### config.mk
export PLATFORM = sky130hd
export DESIGN_NAME = debug_display_mux
export DESIGN_NICKNAME = d
export VERILOG_FILES = /design/src/rtl/debug_display_pkg.sv /design/src/rtl/button_debounce.sv /design/src/rtl/debug_display_mux.sv
export SDC_FILE = /design/constraint.sdc
export NUM_CORES = 1
export LEC_CHECK = 0
export CORE_ASPECT_RATIO = 0.75
export CORE_UTILIZATION = 42
export DETAILED_ROUTE_END_ITERATION = 8
export PLACE_DENSITY_LB_ADDON = 0.05
export SLEW_MARGIN = 40
export SYNTH_ARGS = -nofsm -noshare
export SYNTH_HDL_FRONTEND = slang
export SYNTH_SLANG_ARGS = --single-unit
### constraint.sdc
create_clock -name clk_i -period 3.75 [get_ports clk_i]
set_input_delay 0.75 -clock clk_i [delete_from_list [all_inputs] [get_ports clk_i]]
set_output_delay 0.75 -clock clk_i [all_outputs]
set_load 0.01 [all_outputs]
### src/rtl/debug_display_pkg.sv
// -----------------------------------------------------------------------------
// debug_display_pkg
//
// Shared definitions for the debug display viewer:
//   - DEFAULT_DEBOUNCE_CYCLES : button debounce length used when the top level
//                               does not override it
//   - SEG_0 .. SEG_F          : active-high seven-segment patterns for hex 0-F,
//                               segment a..g on bits 0..6
//   - hex_to_seg()            : nibble -> segment pattern (b and d lowercase)
// -----------------------------------------------------------------------------
package debug_display_pkg;

  localparam int unsigned DEFAULT_DEBOUNCE_CYCLES = 500000;

  //                              gfedcba
  localparam logic [6:0] SEG_0 = 7'b0111111;
  localparam logic [6:0] SEG_1 = 7'b0000110;
  localparam logic [6:0] SEG_2 = 7'b1011011;
  localparam logic [6:0] SEG_3 = 7'b1001111;
  localparam logic [6:0] SEG_4 = 7'b1100110;
  localparam logic [6:0] SEG_5 = 7'b1101101;
  localparam logic [6:0] SEG_6 = 7'b1111101;
  localparam logic [6:0] SEG_7 = 7'b0000111;
  localparam logic [6:0] SEG_8 = 7'b1111111;
  localparam logic [6:0] SEG_9 = 7'b1101111;
  localparam logic [6:0] SEG_A = 7'b1110111;
  localparam logic [6:0] SEG_B = 7'b1111100;
  localparam logic [6:0] SEG_C = 7'b0111001;
  localparam logic [6:0] SEG_D = 7'b1011110;
  localparam logic [6:0] SEG_E = 7'b1111001;
  localparam logic [6:0] SEG_F = 7'b1110001;

  function automatic logic [6:0] hex_to_seg(input logic [3:0] nibble);
    logic [6:0] seg;
    seg = SEG_0;
    case (nibble)
      4'h0: seg = SEG_0;
      4'h1: seg = SEG_1;
      4'h2: seg = SEG_2;
      4'h3: seg = SEG_3;
      4'h4: seg = SEG_4;
      4'h5: seg = SEG_5;
      4'h6: seg = SEG_6;
      4'h7: seg = SEG_7;
      4'h8: seg = SEG_8;
      4'h9: seg = SEG_9;
      4'hA: seg = SEG_A;
      4'hB: seg = SEG_B;
      4'hC: seg = SEG_C;
      4'hD: seg = SEG_D;
      4'hE: seg = SEG_E;
      4'hF: seg = SEG_F;
      default: seg = SEG_0;
    endcase
    return seg;
  endfunction

endpackage

### src/rtl/button_debounce.sv
// -----------------------------------------------------------------------------
// button_debounce
//
// Synchronises one raw active-low push-button and debounces it. A new level is
// accepted only after DEBOUNCE_CYCLES consecutive synchronised samples that all
// differ from the currently accepted level; any sample that agrees with the
// accepted level restarts the count. Accepting a pressed (0) level emits a
// single-cycle pulse; accepting a release emits nothing.
//
// Parameters:
//   DEBOUNCE_CYCLES  stable samples needed to accept a level (>= 1)
// Ports:
//   clk_i            clock
//   rst_ni           asynchronous active-low reset (button treated as released)
//   raw_ni           raw button level, active-low, asynchronous
//   pressed_pulse_o  one-cycle registered pulse on an accepted press
// -----------------------------------------------------------------------------
module button_debounce #(
  parameter int unsigned DEBOUNCE_CYCLES = 4
) (
  input  logic clk_i,
  input  logic rst_ni,
  input  logic raw_ni,
  output logic pressed_pulse_o
);

  localparam int unsigned CNT_W = (DEBOUNCE_CYCLES > 1) ? $clog2(DEBOUNCE_CYCLES) : 1;
  localparam logic [CNT_W-1:0] CNT_LAST = CNT_W'(DEBOUNCE_CYCLES - 1);

  logic [1:0]       sync_q;
  logic             stable_q, stable_d;
  logic [CNT_W-1:0] cnt_q, cnt_d;
  logic             pulse_q, pulse_d;

  // sync_q[1] is the metastability-safe sample; the counter only runs while it
  // disagrees with the accepted level, so a single agreeing sample clears it.
  always_comb begin
    stable_d = stable_q;
    cnt_d    = '0;
    pulse_d  = 1'b0;
    if (sync_q[1] != stable_q) begin
      if (cnt_q == CNT_LAST) begin
        stable_d = sync_q[1];
        pulse_d  = ~sync_q[1];
      end else begin
        cnt_d = cnt_q + 1'b1;
      end
    end
  end

  always_ff @(posedge clk_i or negedge rst_ni) begin
    if (!rst_ni) begin
      sync_q   <= 2'b11;
      stable_q <= 1'b1;
      cnt_q    <= '0;
      pulse_q  <= 1'b0;
    end else begin
      sync_q   <= {sync_q[0], raw_ni};
      stable_q <= stable_d;
      cnt_q    <= cnt_d;
      pulse_q  <= pulse_d;
    end
  end

  assign pressed_pulse_o = pulse_q;

endmodule

### src/rtl/debug_display_mux.sv
// -----------------------------------------------------------------------------
// debug_display_mux
//
// Debug probe viewer. CHANNELS probe buses of WIDTH bits are presented on
// DIGITS seven-segment hex digits. Two debounced buttons step through the
// channel and through 4*DIGITS-bit windows of the selected value.
//
// Build option: define DEBUG_DISPLAY_HOLD_EN to add a hold button that freezes
// a snapshot of the selected channel. Without it no snapshot register or hold
// debouncer exists and hold_active_o is tied low.
//
// Parameters:
//   CHANNELS         number of probe buses (>= 1)
//   WIDTH            bits per probe, multiple of 4*DIGITS
//   DIGITS           hex digits displayed
//   DEBOUNCE_CYCLES  stable samples needed to accept a button level
// Ports:
//   clk_i               clock
//   rst_ni              asynchronous active-low reset
//   probe_i             channel c at [c*WIDTH +: WIDTH]
//   btn_next_channel_i  raw button, active-low
//   btn_next_window_i   raw button, active-low
//   btn_hold_i          raw button, active-low (only used with hold build)
//   hex_out_o           digit d at [7*d +: 7], segments a..g = bits 0..6, 1 = lit
//   channel_sel_o       current channel
//   window_sel_o        current window
//   hold_active_o       display is frozen on the snapshot
// -----------------------------------------------------------------------------
module debug_display_mux
  import debug_display_pkg::*;
#(
  parameter int unsigned CHANNELS        = 4,
  parameter int unsigned WIDTH           = 64,
  parameter int unsigned DIGITS          = 4,
  parameter int unsigned DEBOUNCE_CYCLES = DEFAULT_DEBOUNCE_CYCLES,
  localparam int unsigned WINDOWS = WIDTH / (4 * DIGITS),
  localparam int unsigned CH_W    = (CHANNELS > 1) ? $clog2(CHANNELS) : 1,
  localparam int unsigned WIN_W   = (WINDOWS > 1) ? $clog2(WINDOWS) : 1
) (
  input  logic                      clk_i,
  input  logic                      rst_ni,
  input  logic [CHANNELS*WIDTH-1:0] probe_i,
  input  logic                      btn_next_channel_i,
  input  logic                      btn_next_window_i,
  input  logic                      btn_hold_i,
  output logic [7*DIGITS-1:0]       hex_out_o,
  output logic [CH_W-1:0]           channel_sel_o,
  output logic [WIN_W-1:0]          window_sel_o,
  output logic                      hold_active_o
);

  localparam int unsigned WIN_BITS = 4 * DIGITS;
  // With a single channel/window the "last" value is 0, so the wrap below
  // naturally keeps the select at 0.
  localparam logic [CH_W-1:0]  CH_LAST  = CH_W'(CHANNELS - 1);
  localparam logic [WIN_W-1:0] WIN_LAST = WIN_W'(WINDOWS - 1);

  genvar gi;

  // ---------------------------------------------------------------------------
  // Buttons
  // ---------------------------------------------------------------------------
  logic next_ch_pulse;
  logic next_win_pulse;
  logic ch_blocked;

  button_debounce #(
    .DEBOUNCE_CYCLES(DEBOUNCE_CYCLES)
  ) u_deb_channel (
    .clk_i          (clk_i),
    .rst_ni         (rst_ni),
    .raw_ni         (btn_next_channel_i),
    .pressed_pulse_o(next_ch_pulse)
  );

  button_debounce #(
    .DEBOUNCE_CYCLES(DEBOUNCE_CYCLES)
  ) u_deb_window (
    .clk_i          (clk_i),
    .rst_ni         (rst_ni),
    .raw_ni         (btn_next_window_i),
    .pressed_pulse_o(next_win_pulse)
  );

  // ---------------------------------------------------------------------------
  // Live channel selection
  // ---------------------------------------------------------------------------
  logic [WIDTH-1:0] probe_ch [CHANNELS];
  logic [WIDTH-1:0] live_val;
  logic [WIDTH-1:0] disp_val;

  for (gi = 0; gi < CHANNELS; gi++) begin : g_probe
    assign probe_ch[gi] = probe_i[gi*WIDTH +: WIDTH];
  end

  logic [CH_W-1:0]  channel_q, channel_d;
  logic [WIN_W-1:0] window_q, window_d;

  assign live_val = probe_ch[channel_q];

  // ---------------------------------------------------------------------------
  // Optional hold / snapshot
  // ---------------------------------------------------------------------------
`ifdef DEBUG_DISPLAY_HOLD_EN
  logic             hold_pulse;
  logic             hold_q, hold_d;
  logic [WIDTH-1:0] snap_q, snap_d;

  button_debounce #(
    .DEBOUNCE_CYCLES(DEBOUNCE_CYCLES)
  ) u_deb_hold (
    .clk_i          (clk_i),
    .rst_ni         (rst_ni),
    .raw_ni         (btn_hold_i),
    .pressed_pulse_o(hold_pulse)
  );

  // The snapshot is taken on the same edge that enters hold, so it captures
  // exactly what the live display was about to show.
  always_comb begin
    hold_d = hold_q;
    snap_d = snap_q;
    if (hold_pulse) begin
      hold_d = ~hold_q;
      if (!hold_q) begin
        snap_d = live_val;
      end
    end
  end

  always_ff @(posedge clk_i or negedge rst_ni) begin
    if (!rst_ni) begin
      hold_q <= 1'b0;
      snap_q <= '0;
    end else begin
      hold_q <= hold_d;
      snap_q <= snap_d;
    end
  end

  // Channel stepping is frozen while held, and a hold toggle in the same
  // cycle as next_channel takes priority.
  assign ch_blocked    = hold_q | hold_pulse;
  assign disp_val      = hold_q ? snap_q : live_val;
  assign hold_active_o = hold_q;
`else
  logic unused_btn_hold;
  assign unused_btn_hold = btn_hold_i;

  assign ch_blocked    = 1'b0;
  assign disp_val      = live_val;
  assign hold_active_o = 1'b0;
`endif

  // ---------------------------------------------------------------------------
  // Channel / window selects
  // ---------------------------------------------------------------------------
  always_comb begin
    channel_d = channel_q;
    window_d  = window_q;
    if (next_ch_pulse && !ch_blocked) begin
      channel_d = (channel_q == CH_LAST) ? '0 : channel_q + 1'b1;
    end
    if (next_win_pulse) begin
      window_d = (window_q == WIN_LAST) ? '0 : window_q + 1'b1;
    end
  end

  always_ff @(posedge clk_i or negedge rst_ni) begin
    if (!rst_ni) begin
      channel_q <= '0;
      window_q  <= '0;
    end else begin
      channel_q <= channel_d;
      window_q  <= window_d;
    end
  end

  assign channel_sel_o = channel_q;
  assign window_sel_o  = window_q;

  // ---------------------------------------------------------------------------
  // Window extraction and segment encoding
  // ---------------------------------------------------------------------------
  logic [WIN_BITS-1:0] win_slice [WINDOWS];
  logic [WIN_BITS-1:0] cur_window;

  for (gi = 0; gi < WINDOWS; gi++) begin : g_window
    assign win_slice[gi] = disp_val[gi*WIN_BITS +: WIN_BITS];
  end

  assign cur_window = win_slice[window_q];

  logic [7*DIGITS-1:0] hex_q, hex_d;

  for (gi = 0; gi < DIGITS; gi++) begin : g_digit
    assign hex_d[7*gi +: 7] = hex_to_seg(cur_window[4*gi +: 4]);
  end

  // Registered so the pins see one clean update per clock; reset blanks all
  // segments.
  always_ff @(posedge clk_i or negedge rst_ni) begin
    if (!rst_ni) begin
      hex_q <= '0;
    end else begin
      hex_q <= hex_d;
    end
  end

  assign hex_out_o = hex_q;

endmodule

==> results.cfg, run 1 <==
[run_status]
status = finished clean

[cells_and_area]
mostFrequentLayoutCell = clkdlybuf4s50_1
diodes = 0
fin_nets = 1099
drive_above_1_share_pct = 15.0
final_util_pct = 66.2
syn_to_final_growth_pct = 53.6
fillers = 1131
multiInputGateArea_mm2 = 0.00398
regArea_mm2 = 0.00197
fin_cells = 1011
mostFrequentLayoutCells = clkdlybuf4s50_1 (290), dfrtp_1 (69), nor2_1 (65)

[worst_hold_path]
whs_path_depth = 0
hp-start = u_deb_window.sync_q[0]
hold_end = u_deb_window.sync_q[1]
hp-class = register to register

[placement]
globalplace.congestion = 0.919
dp_worst_setup_slack_ns = 0.500
place_inst = 995
portBuffers = 291
post-dp-hpwl_um = 15900

[global_route]
antenna_found_initial = 0
grt_use_total_pct = 26.1
grt_max_degree = 79
grt_first_pass_wirelength_um = 29900
gr-total-overflow = 0
grt_pass1_vias = 5665

[synthesis]
netlist_area_mm2 = 0.00623
synth_cell_type_count = 44
syn_nets = 820
ys_warn_count = 0
seq_area_frac_synth_pct = 31.5
avgSynthCellArea_um2 = 11.8
syn_inst = 527
yosys_register_bits = 78

[sta]
worst_pin_slew_ns = 0.767
maxSlewHeadroom_pct = 48.8
finalHoldViolations = 0
rsz0062_at_grt = no
final.period_utilization_pct = 86.2
setup_ws_ns = 0.517
finClkSkew_ns = 0.00392
max_freq_mhz = 309
setup_viol = 0
timing.hold.ws_ns = 0.355
finalMaxSlewViolations = 0
fin_crit_ns = 3.23
finalSetupTns_ns = 0

[detailed_routing]
antenna_left = 0
via_count = 5435
vias_per_cell = 5.38
first_iter_violations = 252
wl_per_cell_um = 19.3
wl_um = 19500
drc_errors = 0
drtPass1Iterations = 4

[worst_setup_path]
path_cells = buf_4, mux4_2, mux4_2, inv_1, ha_1, mux2i_1, a221o_1
crit_top_cell = mux4_2
cp_max_fo = 46
regToRegEndpoint = hex_out_o[21]
critPathKind = register to register
worstRegToRegCells = 7
crit_required_ns = 3.97
end_kind = register
startpoint_type = register
slowest_delay_ns = 0.92
r2r-start = channel_sel_o[0]
regToRegSetupSlack_ns = 0.52
cp_slowest_cell = dfrtp_4
cp.arrival_ns = 3.45

[job]
maxCapViolCount = 0

[clocking]
cts_resized = 0
path_clk_slew_ns = 0.06
post_cts_buffers = 0
clkSinkCount = 78
root_buffer = clkbuf_16
clk_path_buf_depth = 2
cts_hold_buf = 0
cts_tree = done
clock_latency_ns = 0.33
cts_max_level = 3
cts_buffers = 9

[floorplanning]
coreArea_mm2 = 0.0145
die_h_um = 107
num_rows = 38
die_x_um = 143
pin_count = 294
start_util_pct = 43.1
dieArea_mm2 = 0.0153

[power_and_ir_drop]
power.density_mw_per_mm2 = 254
cellLeakagePower_nw = 3.73
peakVddDrop_mv = 0.232
==> sequential cells by signal, summed over array words and instances, names as in the netlist <==
signal                         flops
u_deb_channel.cnt_q               19
u_deb_window.pressed_pulse_o       1
u_deb_window.stable_q              1
hex_out_o                         28
channel_sel_o                      2
window_sel_o                       2
u_deb_window.cnt_q                19
u_deb_channel.stable_q             1
u_deb_channel.sync_q               2
u_deb_channel.pressed_pulse_o      1
u_deb_window.sync_q                2
==> synthesized netlist by cell type <==
| cell | count | area, um^2 |
|---|---|---|
| a211oi_1 | 2 | 15.0 |
| a21oi_2 | 2 | 17.5 |
| a221o_1 | 6 | 60.1 |
| a22oi_1 | 12 | 90.1 |
| a31o_2 | 4 | 35.0 |
| a31oi_1 | 8 | 50.1 |
| and3_1 | 6 | 37.5 |
| and3b_1 | 2 | 17.5 |
| and4_1 | 4 | 35.0 |
| buf_1 | 5 | 18.8 |
| buf_12 | 3 | 60.1 |
| buf_2 | 7 | 35.0 |
| buf_4 | 2 | 15.0 |
| buf_6 | 4 | 45.0 |
| buf_8 | 1 | 15.0 |
| clkbuf_1 | 6 | 22.5 |
| conb_1 | 1 | 3.75 |
| dfrtp_1 | 72 | 1800 |
| dfstp_2 | 6 | 158 |
| ha_1 | 32 | 400 |
| inv_1 | 19 | 71.3 |
| inv_2 | 1 | 3.75 |
| mux2_2 | 24 | 270 |
| mux2i_1 | 28 | 280 |
| mux4_1 | 12 | 315 |
| mux4_2 | 52 | 1170 |
| nand2_1 | 35 | 131 |
| nand2b_1 | 5 | 31.3 |
| nand3_1 | 12 | 60.1 |
| nand4_1 | 2 | 12.5 |
| nand4b_1 | 2 | 17.5 |
| nor2_1 | 65 | 244 |
| nor2_8 | 4 | 80.1 |
| nor2b_1 | 5 | 31.3 |
| nor3_1 | 14 | 70.1 |
| nor3_2 | 2 | 20.0 |
| nor4_1 | 2 | 12.5 |
| nor4b_1 | 2 | 17.5 |
| o21ai_0 | 4 | 20.0 |
| o22a_1 | 8 | 70.1 |
| o22ai_1 | 6 | 37.5 |
| or2_2 | 2 | 12.5 |
| xnor2_1 | 16 | 140 |
| xor2_1 | 20 | 175 |
==> power by group <==
part	total (W)	internal, W	switching, W
Combinational	0.000582	0.000391	0.000192
Sequential	0.000891	0.000877	0.0000139
Clock	0.000952	0.000618	0.000334
Total	0.00243	0.00189	0.000539
==> area by class of cell <==
class	count	area share [%]
clock buffers	11	2.64
inverters	20	0.785
clock inverters	5	0.850
multi-input cells	401	41.6
well taps	200	2.62
repair buffers	296	30.9
flip-flops and latches	78	20.6
==> kinds of logic after synthesis <==
group	after synthesis	share of synthesized area, %
buffers and inverters	48	4.60
muxes	116	32.7
AOI/OAI and AO/OA	52	6.35
and+or+nand+nor	164	13.3
xor gates and xnor gates	36	5.06
adders and majority gates	32	6.43
DFF	78	31.5
other	1	0.0602
==> critical path, delay by kind of cell (launching register included) <==
| family | cells | cell delay [ns] |
|---|---|---|
| multiplexers | 3 | 1.16 |
| flip-flops | 1 | 0.92 |
| buffers and inverters | 2 | 0.49 |
| AO/OA/AOI/OAI | 1 | 0.31 |
| adder cells (fa/ha/maj) | 1 | 0.20 |
==> metal layers <==
| metal | track usage, % | part of all wire (%) | wire [um] |
|---|---|---|---|
| met5 | 0 | 0 | 0 |
| met4 | 9.83 | 3.0 | 583 |
| met3 | 8.14 | 7.7 | 1500 |
| met2 | 46.0 | 50 | 9700 |
| met1 | 29.5 | 40 | 7710 |
==> metrics by stage <==
stage                     area (um^2)  total power [W]
final                            9560          0.00243
after detailed placement         9230          0.00149
after global routing             9560          0.00253
after floorplan                  6230          0.00110
after global placement           9220          0.00148
after CTS                        9560          0.00245
==> worst max path at each step <==
stage	from	to	slack [ns]
5_1_grt	channel_sel_o[0]	hex_out_o[21]	0.29
4_1_cts	channel_sel_o[0]	hex_out_o[21]	0.48
3_5_place_dp	channel_sel_o[0]	hex_out_o[21]	0.50
6_report	channel_sel_o[0]	hex_out_o[21]	0.52
3_3_place_gp	channel_sel_o[0]	hex_out_o[0]	0.57
2_1_floorplan	channel_sel_o[1]	hex_out_o[14]	0.81
Power figures use the tool's default switching activity.
==> inputs of run 2 (changes only) <==
--- a/config.mk
+++ b/config.mk
@@ -6,7 +6,7 @@
 export NUM_CORES = 1
 export LEC_CHECK = 0
 export CORE_ASPECT_RATIO = 0.75
-export CORE_UTILIZATION = 42
+export CORE_UTILIZATION = 32
 export DETAILED_ROUTE_END_ITERATION = 8
 export PLACE_DENSITY_LB_ADDON = 0.05
 export SLEW_MARGIN = 40
==> run 2 against run 1 <==
Critical path type unchanged. Largest cell class unchanged. Sequential power barely moved. Register-to-register slack improved by 0.23 ns. Fmax rose by 7.8%. First-iteration DRC count fell by 3.6%. Hold slack improved by 0.0038 ns. Critical path depth did not move. Global-route usage fell by 4.4 points. Clock skew rose by 0.0031 ns. Clock power fell by 16%. Highest routed layer is now met5. Final cell count rose by 4.9%.
==> results.cfg, run 2 (synthesized netlist as in run 1, its figures left out) <==
[run_status]
status = finished clean

[clocking]
clk_path_buf_depth = 2
cts_buffers = 9
cts_resized = 0
cts_tree = done
clkSinkCount = 78
cts_max_level = 3
clock_latency_ns = 0.34
cts_hold_buf = 0
root_buffer = clkbuf_16
post_cts_buffers = 0
path_clk_slew_ns = 0.06

[detailed_routing]
antenna_left = 0
wl_per_cell_um = 19.7
vias_per_cell = 5.07
via_count = 5375
wl_um = 20900
drtPass1Iterations = 4
drc_errors = 0
first_iter_violations = 243

[cells_and_area]
syn_to_final_growth_pct = 54.3
mostFrequentLayoutCells = clkdlybuf4s50_1 (290), dfrtp_1 (68), nor2_1 (65)
mostFrequentLayoutCell = clkdlybuf4s50_1
largest_reg_flops = 28
fin_nets = 1101
fin_cells = 1061
drive_above_1_share_pct = 15.3

[floorplanning]
start_util_pct = 33.2
num_rows = 43
pin_count = 294
die_x_um = 163
die_h_um = 123
dieArea_mm2 = 0.0200
coreArea_mm2 = 0.0188

[power_and_ir_drop]
power.density_mw_per_mm2 = 236
seq_power_share_pct = 39.2
switching_share_pct = 24.2
intPower_w = 0.00172
peakVddDrop_mv = 0.250
cellLeakagePower_nw = 3.72
p_comb_share_pct = 25.7
p_sw_w = 0.000551
p_clk_share_pct = 35.1

[worst_setup_path]
worstRegToRegCells = 7
path_cells = buf_12, mux4_1, mux4_2, inv_1, ha_1, mux2i_1, a221o_1
path_buf_inv = 2
slowest_delay_ns = 0.60
crit_required_ns = 3.96
end_kind = register
startpoint_type = register
cp.arrival_ns = 3.21
critPathTopFamily = multiplexers
cp_max_fo = 43
critPathKind = register to register
cp_slowest_cell = mux4_1
crit_cells = 7

[sta]
maxSlewHeadroom_pct = 52.7
finalSetupTns_ns = 0
worst_pin_slew_ns = 0.710
rsz0062_at_grt = no
final.period_utilization_pct = 80.0
finalHoldViolations = 0
finalMaxSlewViolations = 0
max_freq_mhz = 333
fin_crit_ns = 3.00
finClkSkew_ns = 0.00703
setup_viol = 0

[worst_hold_path]
hp-class = register to register
whs_path_depth = 0

[job]
maxCapViolCount = 0

[global_route]
grtUsageMet3_pct = 5.24
use_met2_pct = 37.2
grt-busiest-layer = met2
gr-total-overflow = 0
grt_pass1_vias = 5768
antenna_found_initial = 2
grt_max_degree = 79
grt_use_total_pct = 21.7
grt_first_pass_wirelength_um = 32200
use_met1_pct = 27.7

[placement]
post-dp-hpwl_um = 17300
portBuffers = 291
place_inst = 1044
globalplace.congestion = 0.892
run 2: changes by cell type in the layout (fill, tap and decap cells not counted):
cell        change
buf_12          +2
dfrtp_1         -1
diode_2         +1
clkinv_4        +4
bufinv_16       -2
clkinvlp_4      -1
clkbuf_8        -2
dfrtp_2         +1
clkbuf_1        +1
run 2: metrics by stage:
step                      cell area (um^2)  worst slack [ns]  total power [W]  hold WS [ns]  utilization (%)
after floorplan                       6230             0.806          0.00110         0.345                -
after global placement                9320             0.593          0.00149         0.349             49.6
after detailed placement              9330             0.537          0.00149         0.352             49.7
after CTS                             9610             0.747          0.00231         0.361             51.2
after global routing                  9610             0.616          0.00239         0.365             51.2
final                                 9610             0.750          0.00227         0.358             51.2
run 2: path summary, 6_finish.rpt:
path / startpoint / to / slack [ns]
min reg2reg: u_deb_channel.sync_q[0] / u_deb_channel.sync_q[1] / 0.36
max in group asynchronous: rst_ni / channel_sel_o[0] / 2.74
max reg2reg: channel_sel_o[0] / hex_out_o[0] / 0.75
max: channel_sel_o[0] / hex_out_o[0] / 0.75
min: u_deb_channel.sync_q[0] / u_deb_channel.sync_q[1] / 0.36
min in group asynchronous: rst_ni / hex_out_o[1] / 0.43
run 2: power groups by stage:
stage | clock (W) | sequential [W] | combinational [W]
2_1_floorplan | 0 | 0.000919 | 0.000181
3_3_place_gp | 0 | 0.000907 | 0.000580
3_5_place_dp | 0 | 0.000907 | 0.000587
4_1_cts | 0.000825 | 0.000892 | 0.000590
5_1_grt | 0.000864 | 0.000895 | 0.000629
6_report | 0.000796 | 0.000891 | 0.000584
run 2: worst register-to-register path, delay by kind of cell (launching register included):
family | cells | cell delay [ns]
flip-flops | 1 | 0.56
AO/OA/AOI/OAI | 1 | 0.31
multiplexers | 3 | 1.27
buffers and inverters | 2 | 0.47
adder cells (fa/ha/maj) | 1 | 0.28
run 2: layer usage:
| metal | vias up | share of wire [%] |
|---|---|---|
| li1 | 2544 | - |
| met5 | - | 0.057 |
| met1 | 2627 | 44 |
| met3 | 16 | 5.9 |
| met4 | 2 | 1.3 |
| met2 | 186 | 49 |
run 2: layout make-up:
type | count | area (um^2)
well taps | 247 | 309
diodes | 1 | 2.50
flip-flops and latches | 78 | 1970
fillers | 1649 | 9170
clock buffers | 10 | 229
repair buffers | 298 | 2990
multi-input cells | 401 | 3980
inverters | 20 | 75.1
clock inverters | 6 | 48.8
